**src/rtl/noc_local_injector.sv**
```systemverilog
// noc_local_injector: serialises a nibble-chunked message into XY-headed
// flits for the router's local input port, with a bubble after each flit.
module noc_local_injector #(
    parameter int WIDTH         = 8,
    parameter int PAYLOAD_WIDTH = 16,
    parameter int GAP_CYCLES    = 1,
    parameter int LEN_W         = 3
) (
    input  logic                     clk,
    input  logic                     rst,
    input  logic                     msg_valid,
    output logic                     msg_ready,
    input  logic [1:0]               msg_dest_x,
    input  logic [1:0]               msg_dest_y,
    input  logic [PAYLOAD_WIDTH-1:0] msg_payload,
    input  logic [LEN_W-1:0]         msg_len,
    output logic [WIDTH-1:0]         flit_data,
    output logic                     flit_valid,
    input  logic                     flit_ready,
    output logic                     busy,
    output logic [15:0]              sent_count
);

    localparam int CHUNKS = PAYLOAD_WIDTH / 4;
    // Counter only has to hold GAP_CYCLES-1
    localparam int GAP_W  = (GAP_CYCLES > 1) ? $clog2(GAP_CYCLES) : 1;
    localparam logic [GAP_W-1:0] GAP_LOAD =
        GAP_W'((GAP_CYCLES > 0) ? GAP_CYCLES - 1 : 0);
    localparam logic [LEN_W-1:0] CHUNKS_L = LEN_W'(CHUNKS);

    typedef enum logic [1:0] {
        IDLE = 2'd0,
        SEND = 2'd1,
        GAP  = 2'd2
    } state_t;

    state_t                   state_q, state_d;
    logic [1:0]               dx_q, dx_d;
    logic [1:0]               dy_q, dy_d;
    logic [PAYLOAD_WIDTH-1:0] payload_q, payload_d;
    logic [LEN_W-1:0]         len_q, len_d;
    logic [LEN_W-1:0]         idx_q, idx_d;
    logic [GAP_W-1:0]         gap_q, gap_d;
    logic [15:0]              sent_q, sent_d;

    logic [LEN_W-1:0]         len_eff;
    logic                     last;
    logic [PAYLOAD_WIDTH-1:0] shifted;

    assign len_eff = (msg_len > CHUNKS_L) ? CHUNKS_L : msg_len;
    // idx counts flits already sent, so the last one is at idx == len-1
    assign last    = ((idx_q + LEN_W'(1)) == len_q);
    assign shifted = payload_q >> {idx_q, 2'b00};

    // Outputs decode the registered state and captured message only
    assign msg_ready  = (state_q == IDLE);
    assign busy       = (state_q != IDLE);
    assign flit_valid = (state_q == SEND);
    assign flit_data  = (state_q == SEND)
                      ? WIDTH'({dx_q, dy_q, shifted[3:0]})
                      : '0;
    assign sent_count = sent_q;

    // Next-state and datapath update for IDLE -> SEND <-> GAP sequencing
    always_comb begin
        state_d   = state_q;
        dx_d      = dx_q;
        dy_d      = dy_q;
        payload_d = payload_q;
        len_d     = len_q;
        idx_d     = idx_q;
        gap_d     = gap_q;
        sent_d    = sent_q;
        unique case (state_q)
            IDLE: begin
                if (msg_valid) begin
                    dx_d      = msg_dest_x;
                    dy_d      = msg_dest_y;
                    payload_d = msg_payload;
                    len_d     = len_eff;
                    idx_d     = '0;
                    if (len_eff != '0) begin
                        state_d = SEND;
                    end
                end
            end
            SEND: begin
                if (flit_ready) begin
                    sent_d = sent_q + 16'd1;
                    idx_d  = idx_q + LEN_W'(1);
                    gap_d  = GAP_LOAD;
                    if (GAP_CYCLES != 0) begin
                        state_d = GAP;
                    end else if (last) begin
                        state_d = IDLE;
                    end
                end
            end
            GAP: begin
                if (gap_q == '0) begin
                    state_d = (idx_q == len_q) ? IDLE : SEND;
                end else begin
                    gap_d = gap_q - GAP_W'(1);
                end
            end
            default: begin
                state_d = IDLE;
            end
        endcase
    end

    // State and captured-message registers, cleared immediately on reset
    always_ff @(posedge clk or posedge rst) begin
        if (rst) begin
            state_q   <= IDLE;
            dx_q      <= '0;
            dy_q      <= '0;
            payload_q <= '0;
            len_q     <= '0;
            idx_q     <= '0;
            gap_q     <= '0;
            sent_q    <= '0;
        end else begin
            state_q   <= state_d;
            dx_q      <= dx_d;
            dy_q      <= dy_d;
            payload_q <= payload_d;
            len_q     <= len_d;
            idx_q     <= idx_d;
            gap_q     <= gap_d;
            sent_q    <= sent_d;
        end
    end

endmodule

```
**config.mk**
```make
export PLATFORM = sky130hd
export DESIGN_NAME = noc_local_injector
export DESIGN_NICKNAME = d
export VERILOG_FILES = /design/src/rtl/noc_local_injector.sv
export SDC_FILE = /design/constraint.sdc
export NUM_CORES = 1
export LEC_CHECK = 0
export CORE_ASPECT_RATIO = 0.9
export CORE_MARGIN = 2
export CORE_UTILIZATION = 39
export CTS_BUF_LIST = sky130_fd_sc_hd__clkbuf_16
export CTS_CLUSTER_SIZE = 30
export DETAILED_ROUTE_END_ITERATION = 7
export GPL_TIMING_DRIVEN = 0
export PLACE_DENSITY = 0.67
export SETUP_SLACK_MARGIN = 0.15
export SYNTH_ARGS = -nofsm -noshare
export SYNTH_HDL_FRONTEND = slang
export SYNTH_SLANG_ARGS = --single-unit
```
**constraint.sdc**
```tcl
create_clock -name clk -period 1.9 [get_ports clk]
set_clock_uncertainty 0.15 [all_clocks]
set_input_delay 0.285 -clock clk [delete_from_list [all_inputs] [get_ports clk]]
set_output_delay 0.285 -clock clk [all_outputs]
set_load 0.05 [all_outputs]
```
# [Yosys cells after proc, flatten, opt, wreduce, memory -nomap -nowiden]
# Index checks and enable logic that the tools add are counted.
# Widths: inputs -> output; s select.
[word_totals] out_inout_bits=27 in_bits=27 register_bits=45 word_cells=44
[classes] reduce_logical=10 shifts=1 n_mux=14 n_lt_le_gt_ge=1 addsub=3 eq_ne=7
[ops] operator="$add 16x1->16 const B" n=1
[ops] operator="$shr 16x5->4" n=1
[ops] operator="$mux 3" n=3
[ops] operator="$mux 2" n=4
[ops] operator="$mux 8" n=1
[ops] operator="$pmux 2 s3" n=1
[ops] operator="$pmux 3 s2" n=1
[ops] operator="$reduce_and 2->1" n=3
[ops] operator="$reduce_bool 2->1" n=3
[ops] operator="$ne 2x1->1 const B" n=2
[ops] operator="$ne 2x2->1 const B" n=2
[ops] operator="$reduce_and 4->1" n=1
[ops] operator="$add 3x1->3 const B" n=1
[ops] operator="$eq 3x3->1" n=1
[ops] operator="$gt 3x3->1 const B" n=1
[ops] operator="$mux 1" n=3
[ops] operator="$reduce_and 3->1" n=1
[ops] operator="$reduce_bool 3->1" n=1
[ops] operator="$eq 2x1->1 const B" n=1
[ops] operator="$eq 2x2->1 const B" n=1
[ops] operator="$logic_not 2->1" n=1
[ops] operator="$pmux 1 s2" n=1
[ops] operator="$sub 1x1->1 const B" n=1

# [Longest topological paths before layout]
# Gate-level depths: netlist of the first run.
[logic_depth] ltp_word=6 depth_mapped=6 depth_no_buf=5

# [Least setup slack after synthesis of the first run]
# No wires, ideal clock.
[synth_path] kind="register -> output" start="register idx_q[0]" end="output port flit_data[0]" path_stages_with_launch=4 t_arrival_ps=2005 path_buffers=1 required_ps=1465 setup_slack_ps=-540 cell_sequence="dfrtp_1 buf_2 mux4_2 nor3b_1"
[synth_between] elab_chain_cells=2
[synth_lines] element="from (decl)" line="42" rtl="logic [LEN_W-1:0] idx_q, idx_d;"
[synth_lines] element="from (signal assigned)" line="129" rtl="idx_q <= idx_d;"
[synth_lines] element="$shr 16x5->4" line="53" rtl="assign shifted = payload_q >> {idx_q, 2'b00};"
[synth_lines] element="$mux 8" line="60" rtl="? WIDTH'({dx_q, dy_q, shifted[3:0]})"
[synth_lines] element="to (decl)" line="17" rtl="output logic [WIDTH-1:0] flit_data,"
# Every way passes these cells.

# [Worst setup path after layout of the first run]
[layout_path] start="register idx_q[0]" end="output port flit_data[2]"
# Same word-level chain as after synthesis.

==> reports/qor.csv, run 1 <==
stage,metric,value,unit
floorplanning,die_w,79.6,µm
timing,fmax,489,MHz
power,internal_power,2.79,mW
grt,antenna_found_initial,0,
power,power_frac_clock,0.173,
clock_tree,cts_root_buffer,clkbuf_16,
grt,grt_usage,0.168,
grt,grt_max_degree,29,
timing,setup_viol_count_final,4,
grt,grt_pass1_wl,7340,µm
logic_synthesis,ys_types,25,
placed_design,place.port_buffers,53,
timing,rsz0062_at_grt,yes,
logic_synthesis,syn-num-nets,229,
final_layout,fillers,409,
clock_tree,clk_pin_slew,0.06,ns
grt,gr-usage-met1,0.231,
critical_path,critPathLaunchType,flop,
timing,tns,-0.562,ns
timing,relSlewSlack,0.566,
logic_synthesis,synthesis.area,0.00200,mm²
grt,grt_pass1_vias,1562,
power,p_leak,1.48,nW
timing,slew_viol_final,0,
route,vias,1609,
critical_path,crit_arrival,1.61,ns
hold_path,hold_class,in2async,
floorplanning,ios,54,
grt,met2_usage,0.256,
timing,hold_violations,0,
route,antenna_left,0,
placed_design,gp_congestion,0.733,
route,route.detailed.drc,0,
critical_path,worstPathMaxFanout,5,
final_layout,layout-drive-gt1-share,0.253,
power,swShare,0.402,
floorplanning,die_area,0.00573,mm²
grt,grt_overflow_total,0,
run_status,violations,setup timing,
clock_tree,clock_path_buffers,2,
route,drtPass1Iterations,4,
route,avgViaCountPerCell,4.70,
critical_path,crit_chain,buf_6 -> mux4_2 -> nor3b_4 -> buf_6,
floorplanning,die_h,72.0,µm
timing,timing.hold.ws,0.161,ns
power,vdd_drop_max,0.730,mV
run_status,outcome,finished with violations,
final_layout,num_antenna_cells,0,
grt,busiest_layer,met2,
final_layout,final_net_count,305,
route,routed_wl,4430,µm
floorplanning,fp-row-count,24,
critical_path,crit_type,reg2out,
logic_synthesis,syn-instance-count,200,
logic_synthesis,yosysWarnings,0,
clock_tree,cts_buffers,5,
power,pwr-share-seq,0.329,
route,drtIter0Drc,90,
critical_path,end_kind,primary output,
critical_path,slowest_stage,mux4_2,
job,drv_cap,0,
placed_design,placed_area,0.00272,mm²
final_layout,seqCellArea,0.00111,mm²
timing,min_period,2.05,ns
floorplanning,core,0.00489,mm²
logic_synthesis,synthFlopType,dfrtp_1,
critical_path,critPathMaxStageDelay,0.49,ns
power,p_comb_frac,0.498,
final_layout,multi_input_area,938,µm²
logic_synthesis,async_reset_ff_frac,1.00,
clock_tree,h-tree-depth,2,
timing,worst_slack,-0.146,ns
placed_design,dp_hpwl,3070,µm
power,p_total,4.66,mW
logic_synthesis,synth_edf_count,0,
clock_tree,cts_tree,done,
grt,met3_usage,0.0473,
route,wl_per_cell,13.0,µm
critical_path,critPathMostFrequentCell,buf_6,
critical_path,required,1.46,ns
power,powerDensity,1540,mW/mm²
timing,fin_crit_sh,1.08,
final_layout,syn_to_final_growth,50.7,%
timing,worst_slew_pin_slew,0.651,ns
logic_synthesis,avgSynthCellArea,10.0,µm²
power,netSwitchingPower,1.87,mW
logic_synthesis,yosysSeqAreaShare,0.549,
floorplanning,start_util,0.410,
clock_tree,insertion_delay,0.28,ns
final_layout,design_area,0.00302,mm²
logic_synthesis,synth_seq_cells,44,
clock_tree,cts.sinks,44,
worst max-delay path: cells and delay by family, from the launching register on:
family                 cells  cell delay (ns)
flip-flops                 1             0.36
AND/OR/NAND/NOR            1             0.17
multiplexers               1             0.49
buffers and inverters      2             0.32
path summary, 6_finish.rpt:
kind / start / endpoint / slack (ns) / cells past startpoint
setup / recovery: idx_q[0] / flit_data[2] / -0.15 / 4
hold / removal: rst / dy_q[1] / 0.16 / 2
setup reg to reg: state_q[1] / sent_count[12] / 0.20 / 7
hold reg to reg: payload_q[12] / payload_q[12] / 0.32 / 2
max in group asynchronous: rst / sent_count[1] / 0.94 / 3
min in group clk: payload_q[12] / payload_q[12] / 0.32 / 2
synth_stat cells, types with 4 or more instances:
cell type / instances / area, µm²
and2_1: 5 / 31.3
xnor2_1: 16 / 140
and4_1: 4 / 35.0
dfrtp_1: 44 / 1100
nand3_1: 6 / 30.0
nand4_1: 5 / 31.3
nor3b_1: 4 / 30.0
nand2_1: 81 / 304
mux4_2: 4 / 90.1
nor2_1: 4 / 15.0
clkbuf_1: 4 / 15.0
metal layers:
layer	routed length (µm)	vias to the layer above
li1	-	804
met5	0	-
met3	177	5
met2	2050	29
met1	2130	771
met4	73	0
stage by stage:
step                utilization  std cells  setup slack (ns)
floorplan                     -        200             0.143
detailed placement        0.556        319            -0.420
global route              0.617        342            -0.203
CTS                       0.601        335            -0.160
finish                    0.617        342            -0.146
global placement          0.552        318            -0.651
timing repair:
action	CTS	global route
gates cloned	0	0
hold buffers	0	0
pin swaps	2	3
setup buffers	8	7
gates resized for setup	97	13
setup endpoints to repair	27	37
area by class of cell:
cell class                 count  area share
buffer                         8      0.0166
tap                           65      0.0269
clock buffer                   5      0.0414
inverter                       4     0.00787
clock inverter                 3     0.00373
timing repair buffer          69       0.225
sequential                    44       0.368
multi-input combinational    144       0.311
power by group through the flow:
stage	combinational [mW]	sequential (mW)	clock (mW)
after floorplan	1.34	1.68	0
after global placement	2.03	1.56	0
after detailed placement	2.06	1.56	0
after CTS	2.25	1.53	0.827
after global routing	2.48	1.58	0.877
final	2.32	1.53	0.806
registers in the layout, summed over array words and instances, names as in the netlist:
| name | count |
|---|---|
| len_q | 3 |
| dx_q | 2 |
| dy_q | 2 |
| idx_q | 3 |
| sent_count | 16 |
| payload_q | 16 |
| state_q | 2 |
cells by family after synthesis:
logic type | Yosys count | synth area share
xor gates and xnor gates | 19 | 0.0830
AOI/OAI and AO/OA | 4 | 0.0119
DFF | 44 | 0.549
adders and majority gates | 2 | 0.0125
muxes | 5 | 0.0506
buffers and inverters | 12 | 0.0275
and+or+nand+nor | 114 | 0.265
cells in the final DEF, fill, tap and decap left out, types with 4 or more instances in the layout:
master,n
and2_4,4
and4_1,4
buf_2,4
buf_4,12
buf_6,8
buf_8,5
clkbuf_16,5
clkdlybuf4s50_1,26
dfrtp_1,36
dfrtp_2,8
dlygate4sd2_1,15
mux4_2,4
nand2_1,81
nand3_1,5
nand4_1,5
nor3b_4,4
xnor2_1,15
No activity file was read; power rests on OpenSTA's default activity.
==> run 2: changes to the inputs <==
--- a/config.mk
+++ b/config.mk
@@ -14,6 +14,7 @@
 export GPL_TIMING_DRIVEN = 0
 export PLACE_DENSITY = 0.67
 export SETUP_SLACK_MARGIN = 0.15
+export SLEW_MARGIN = 20
 export SYNTH_ARGS = -nofsm -noshare
 export SYNTH_HDL_FRONTEND = slang
 export SYNTH_SLANG_ARGS = --single-unit
==> constraint.sdc (replaced) <==
create_clock -name clk -period 2.06 [get_ports clk]
set_clock_uncertainty 0.15 [all_clocks]
set_input_delay 0.309 -clock clk [delete_from_list [all_inputs] [get_ports clk]]
set_output_delay 0.309 -clock clk [all_outputs]
set_load 0.05 [all_outputs]
==> reports/qor.csv, run 2 (synthesized netlist as in run 1, its figures left out) <==
stage,metric,value,unit,change
critical_path,worstPathMaxFanout,6,,was 5
clock_tree,clk_pin_slew,0.06,ns,about the same
floorplanning,die_w,79.6,µm,unchanged
grt,grt_usage,0.162,,was 0.168
final_layout,layout_commonest_cell,nand2_1,,unchanged
placed_design,dp_hpwl,3150,µm,was 3070 µm
critical_path,critPathMaxStageDelay,0.51,ns,was 0.49 ns
floorplanning,die_h,72.0,µm,unchanged
clock_tree,cts_buffers,5,,unchanged
final_layout,layout_common_cells,"81 x nand2_1, 43 x dfrtp_1, 26 x clkdlybuf4s50_1",,"was 81 x nand2_1, 36 x dfrtp_1, 26 x clkdlybuf4s50_1"
grt,grt_pass1_vias,1506,,"was 1,562"
critical_path,reg2reg_to,payload_q[5],,was sent_count[12]
power,vdd_drop_max,0.717,mV,was 0.730 mV
critical_path,r2r_slack,0.35,ns,was 0.20 ns
floorplanning,fp-row-count,24,,unchanged
critical_path,crit_type,reg2out,,unchanged
route,avgViaCountPerCell,4.78,,was 4.70
clock_tree,h-tree-depth,2,,unchanged
timing,rsz0062_at_grt,yes,,unchanged
final_layout,fillers,435,,was 409
clock_tree,cts_root_buffer,clkbuf_16,,unchanged
placed_design,gp_congestion,0.764,,was 0.733
timing,min_period,2.09,ns,
grt,grt_overflow_total,0,,unchanged
final_layout,multi_input_area,891,µm²,was 938 µm²
grt,antenna_found_initial,0,,unchanged
route,drtPass1Iterations,4,,unchanged
route,top_layer,met4,,unchanged
hold_path,hold_class,in2async,,unchanged
timing,fmax,479,MHz,
route,routed_wl,4350,µm,was 4430 µm
timing,worst_slack,-0.0274,ns,was -0.146 ns
floorplanning,ios,54,,unchanged
timing,tns,-0.0335,ns,was -0.562 ns
critical_path,slowest_stage,mux4_2,,unchanged
final_layout,seqCellArea,0.00110,mm²,was 0.00111 mm²
critical_path,end_kind,primary output,,unchanged
timing,slew_viol_final,0,,unchanged
run_status,outcome,finished with violations,,unchanged
route,wl_met3,242,µm,was 177 µm
route,vias,1586,,"was 1,609"
route,antenna_left,0,,unchanged
power,powerDensity,1450,mW/mm²,was 1540 mW/mm²
clock_tree,insertion_delay,0.28,ns,about the same
critical_path,r2r-start,state_q[1],,unchanged
route,drt-met1-wl,2050,µm,was 2130 µm
final_layout,layout-drive-gt1-share,0.180,,was 0.253
route,wl_per_cell,13.1,µm,was 13.0 µm
critical_path,crit_arrival,1.63,ns,was 1.61 ns
route,wl_met2,2000,µm,was 2050 µm
final_layout,num_antenna_cells,0,,unchanged
clock_tree,cts_tree,done,,unchanged
final_layout,final_net_count,295,,was 305
timing,setup_viol_count_final,3,,was 4
route,drtIter0Drc,60,,was 90
timing,relSlewSlack,0.609,,was 0.566
critical_path,crit_chain,buf_6 -> mux4_2 -> nor3b_4 -> buf_6,,unchanged
placed_design,place.port_buffers,53,,unchanged
clock_tree,cts.sinks,44,,unchanged
critical_path,rr_worst_depth,6,,was 7
timing,worst_slew_pin_slew,0.586,ns,was 0.651 ns
timing,fin_crit_sh,1.01,,
placed_design,pre_cts_ws,-0.377,ns,was -0.420 ns
run_status,violations,setup timing,,unchanged
job,drv_cap,0,,unchanged
critical_path,critPathLaunchType,flop,,unchanged
critical_path,critPathMostFrequentCell,buf_6,,unchanged
clock_tree,clock_path_buffers,2,,unchanged
grt,grt_max_degree,26,,was 29
placed_design,placed_area,0.00268,mm²,was 0.00272 mm²
critical_path,required,1.60,ns,was 1.46 ns
grt,grt_pass1_wl,7140,µm,was 7340 µm
timing,hold_violations,0,,unchanged
final_layout,design_area,0.00289,mm²,was 0.00302 mm²
floorplanning,die_area,0.00573,mm²,unchanged
power,p_leak,1.42,nW,was 1.48 nW
floorplanning,core,0.00489,mm²,unchanged
floorplanning,start_util,0.410,,unchanged
route,route.detailed.drc,0,,unchanged
final_layout,syn_to_final_growth,44.2,%,was 50.7%
-- run 2: through the flow --
stage / hold slack, ns / std cells / utilization / power, mW
after CTS: 0.277 / 330 / 0.587 / 4.20
after global placement: 0.302 / 318 / 0.541 / 3.18
after floorplan: 0.264 / 200 / - / 2.66
after detailed placement: 0.304 / 319 / 0.547 / 3.23
after global routing: 0.307 / 332 / 0.590 / 4.45
final: 0.266 / 332 / 0.590 / 4.20
-- run 2: report_power, final --
part	internal, mW	total, mW	switching, mW
combinational	0.793	1.91	1.12
sequential	1.17	1.41	0.245
clock	0.563	0.875	0.312
total	2.52	4.20	1.68
-- run 2: routing by layer --
| metal | vias to the layer above | global-route usage |
|---|---|---|
| met5 | - | 0 |
| met4 | 0 | 0.0594 |
| met3 | 5 | 0.0361 |
| met2 | 45 | 0.240 |
| met1 | 755 | 0.235 |
| li1 | 781 | - |
-- run 2: how the worst max path moves through the flow --
| stage | startpoint | end | slack, ns | depth (start not counted) |
|---|---|---|---|---|
| 3_3_place_gp | rst | payload_q[5] | -0.36 | 2 |
| 4_1_cts | idx_q[0] | flit_data[2] | -0.05 | 4 |
| 5_1_grt | idx_q[0] | flit_data[2] | -0.07 | 4 |
| 6_report | idx_q[0] | flit_data[2] | -0.03 | 4 |
| 2_1_floorplan | idx_q[0] | flit_data[0] | 0.09 | 3 |
| 3_5_place_dp | idx_q[0] | flit_data[2] | -0.38 | 4 |
-- run 2: timing repair --
action	CTS	global route
gates resized for setup	91	5
endpoints found under the setup margin	27	11
buffers inserted	3	2
hold buffers	0	0
pin swaps	4	0
-- run 2: final cells by class --
type                       instances  share of cell area
tap                               65              0.0281
clock buffer                       5              0.0433
timing repair buffer              59               0.203
sequential                        44               0.381
buffer                             8              0.0152
multi-input combinational        144               0.308
inverter                           4             0.00736
clock inverter                     3              0.0130
-- run 2: worst max-delay path, delay by kind of cell (launching register included) --
| family | cells | cell delay [ns] |
|---|---|---|
| flip-flops | 1 | 0.36 |
| AND/OR/NAND/NOR | 1 | 0.17 |
| multiplexers | 1 | 0.51 |
| buffers and inverters | 2 | 0.31 |
==> run 3: changes to the inputs <==
--- a/config.mk
+++ b/config.mk
@@ -5,6 +5,7 @@
 export SDC_FILE = /design/constraint.sdc
 export NUM_CORES = 1
 export LEC_CHECK = 0
+export ABC_AREA = 1
 export CORE_ASPECT_RATIO = 0.9
 export CORE_MARGIN = 2
 export CORE_UTILIZATION = 39
@@ -12,7 +13,7 @@
 export CTS_CLUSTER_SIZE = 30
 export DETAILED_ROUTE_END_ITERATION = 7
 export GPL_TIMING_DRIVEN = 0
-export PLACE_DENSITY = 0.67
+export PLACE_DENSITY = 0.66
 export SETUP_SLACK_MARGIN = 0.15
 export SLEW_MARGIN = 20
 export SYNTH_ARGS = -nofsm -noshare
==> reports/qor.csv, run 3 <==
stage,metric,value,unit,change
route,avgViaCountPerCell,4.64,,was 4.78
final_layout,final_net_count,360,,was 295
clock_tree,clock_path_buffers,2,,unchanged
power,swShare,0.449,,was 0.399
placed_design,dp_hpwl,3410,µm,was 3150 µm
final_layout,layout_common_cells,"83 x nand2_1, 41 x dfrtp_1, 28 x inv_1, 28 x nor2_1, 26 x clkdlybuf4s50_1",,"was 81 x nand2_1, 43 x dfrtp_1, 26 x clkdlybuf4s50_1"
logic_synthesis,yosysWarnings,0,,unchanged
power,power_frac_clock,0.182,,was 0.208
route,wl_met3,269,µm,was 242 µm
power,p_leak,1.58,nW,was 1.42 nW
logic_synthesis,synthFlopType,dfrtp_1,,unchanged
clock_tree,cts.sinks,44,,unchanged
final_layout,num_antenna_cells,0,,unchanged
critical_path,worstPathMaxFanout,5,,was 6
power,powerDensity,1390,mW/mm²,was 1450 mW/mm²
clock_tree,cts_tree,done,,unchanged
clock_tree,h-tree-depth,2,,unchanged
logic_synthesis,avgSynthCellArea,8.20,µm²,was 10.0 µm²
clock_tree,holdBufCountCts,0,,unchanged
floorplanning,ios,54,,unchanged
floorplanning,die_h,74.6,µm,was 72.0 µm
power,internal_power,2.35,mW,was 2.52 mW
placed_design,placed_area,0.00284,mm²,was 0.00268 mm²
floorplanning,die_area,0.00614,mm²,was 0.00573 mm²
clock_tree,insertion_delay,0.28,ns,about the same
grt,grt_pass1_vias,1844,,"was 1,506"
critical_path,crit_arrival,1.46,ns,was 1.63 ns
logic_synthesis,syn-instance-count,263,,was 200
timing,hold_violations,0,,unchanged
timing,relSlewSlack,0.665,,was 0.609
logic_synthesis,yosysSeqAreaShare,0.510,,was 0.549
critical_path,r2r_slack,0.47,ns,was 0.35 ns
route,route.detailed.drc,0,,unchanged
grt,antenna_found_initial,0,,unchanged
timing,fin_crit_sh,0.932,,was 1.01
logic_synthesis,synth_top_cell_area_share,0.510,,was 0.549
floorplanning,die_w,82.4,µm,was 79.6 µm
power,p_comb_frac,0.494,,was 0.455
critical_path,reg2reg_to,sent_count[9],,was payload_q[5]
grt,grt_max_degree,27,,was 26
floorplanning,core,0.00529,mm²,was 0.00489 mm²
clock_tree,cts_buffers,5,,unchanged
logic_synthesis,synth_top_area_cell,dfrtp_1,,unchanged
timing,setup_viol_count_final,0,,was 3
logic_synthesis,ys_top_cells_by_area,"dfrtp_1 51%, nand2_1 15%, inv_1 5.4%, nor2_1 5.2%, o21ai_0 3.5%",,"was dfrtp_1 55%, nand2_1 15%, xnor2_1 7.0%, mux4_2 4.5%, and4_1 1.7%"
route,top_layer,met4,,unchanged
power,netSwitchingPower,1.92,mW,was 1.68 mW
logic_synthesis,synthesis.area,0.00216,mm²,was 0.00200 mm²
floorplanning,fp-row-count,25,,was 24
route,antenna_left,0,,unchanged
timing,rsz0062_at_grt,yes,,unchanged
timing,worst_slew_pin_slew,0.501,ns,was 0.586 ns
logic_synthesis,synth_edf_count,0,,unchanged
job,drv_cap,0,,unchanged
route,vias,1851,,"was 1,586"
critical_path,r2r-start,state_q[1],,unchanged
final_layout,syn_to_final_growth,42.1,%,was 44.2%
logic_synthesis,async_reset_ff_frac,1.00,,unchanged
hold_path,hold_class,in2async,,unchanged
grt,grt_overflow_total,0,,unchanged
power,vdd_drop_max,0.789,mV,was 0.717 mV
logic_synthesis,synth_commonest_cells,"86 x nand2_1, 44 x dfrtp_1, 31 x inv_1",,"was 81 x nand2_1, 44 x dfrtp_1, 16 x xnor2_1"
timing,min_period,1.92,ns,was 2.09 ns
grt,grt_pass1_wl,8120,µm,was 7140 µm
logic_synthesis,synth_most_common_cell,nand2_1,,unchanged
critical_path,end_kind,primary output,,unchanged
clock_tree,clk_pin_slew,0.06,ns,about the same
critical_path,startpoint,idx_q[1],,was idx_q[0]
timing,timing.hold.ws,0.192,ns,was 0.266 ns
critical_path,rr_worst_depth,7,,was 6
floorplanning,start_util,0.408,,was 0.410
timing,fmax,521,MHz,was 479 MHz
route,routed_wl,4920,µm,was 4350 µm
logic_synthesis,syn-num-nets,292,,was 229
clock_tree,cts_root_buffer,clkbuf_16,,unchanged
route,drt-met1-wl,2280,µm,was 2050 µm
run_status,outcome,"finished, final reports clean",,was finished with violations
grt,grt_usage,0.174,,was 0.162
route,drtIter0Drc,107,,was 60
placed_design,gp_congestion,0.752,,was 0.764
route,wl_met2,2310,µm,was 2000 µm
placed_design,place.port_buffers,53,,unchanged
logic_synthesis,ys_types,29,,was 25
logic_synthesis,synth_seq_cells,44,,unchanged
timing,slew_viol_final,0,,unchanged
final_layout,layout-drive-gt1-share,0.184,,was 0.180
final_layout,design_area,0.00307,mm²,was 0.00289 mm²
route,wl_per_cell,12.3,µm,was 13.1 µm
power,pwr-share-seq,0.325,,was 0.336
final_layout,layout_commonest_cell,nand2_1,,unchanged
route,drtPass1Iterations,4,,unchanged
critical_path,critPathLaunchType,flop,,unchanged
critical_path,crit_type,reg2out,,unchanged
critical_path,required,1.60,ns,about the same
## run 3: changes by cell type after synthesis, moves of 6 or more
| cell | change |
|---|---|
| a21oi_1 | +6 |
| o21ai_0 | +13 |
| xnor2_1 | -10 |
| inv_1 | +28 |
| nor2_1 | +26 |
## run 3: worst max path at each step
stage	slack, ns	depth (start not counted)	to
final	0.14	5	flit_data[2]
after global routing	0.1	5	flit_data[2]
after global placement	-0.38	2	dy_q[0]
after detailed placement	-0.35	5	flit_data[2]
after CTS	0.03	6	flit_data[2]
after floorplan	0.22	5	flit_data[0]
## run 3: power by group through the flow
stage	combinational, mW	sequential, mW	clock (mW)
floorplan	1.27	1.51	0
global placement	1.95	1.38	0
detailed placement	1.98	1.39	0
CTS	2.00	1.38	0.792
global route	2.28	1.42	0.828
finish	2.10	1.38	0.775
## run 3: layout make-up
class | count | area (µm²)
clock buffer | 5 | 125
clock inverter | 3 | 18.8
inverter | 34 | 131
fill | 485 | 2220
sequential | 44 | 1100
tap | 67 | 83.8
multi-input combinational | 180 | 968
buffer | 5 | 37.5
timing repair buffer | 61 | 596
## run 3: worst max-delay path, stage by stage, from the launching register on
cell and delay [ns]:
dfrtp_2 0.42, buf_4 0.16, nor2_1 0.08, o21ai_0 0.15, a21oi_4 0.19, buf_6 0.17
## run 3: layer usage
layer | vias up | GRT usage
li1 | 949 | -
met1 | 849 | 0.221
met2 | 46 | 0.290
met3 | 7 | 0.0328
met4 | 0 | 0.0759
met5 | - | 0
## run 3: kinds of logic (layout without fill, tap and decap cells)
kind of cell / after synthesis / in the layout / share of synthesized area
flops: 44 / 44 / 0.510
buf+inv: 39 / 108 / 0.0737
compound gates: 27 / 27 / 0.0702
xor+xnor: 12 / 12 / 0.0487
fa+ha+maj: 2 / 2 / 0.0116
simple gates: 139 / 139 / 0.285
## run 3: timing repair
action / in CTS / in global routing
buffers inserted: 2 / 4
cloned: 0 / 1
endpoints found under the setup margin: 26 / 8
resized for setup: 67 / 16
## run 3: metrics by stage
stage                     setup TNS (ns)  power, mW  setup WS (ns)  cells   util
after CTS                              0       4.18         0.0321    394  0.568
after global placement            -17.99       3.33         -0.379    383  0.534
final                                  0       4.26          0.141    399  0.580
after detailed placement           -1.38       3.37         -0.353    384  0.538
after global routing                   0       4.53         0.0974    399  0.580
after floorplan                        0       2.77          0.219    263      -
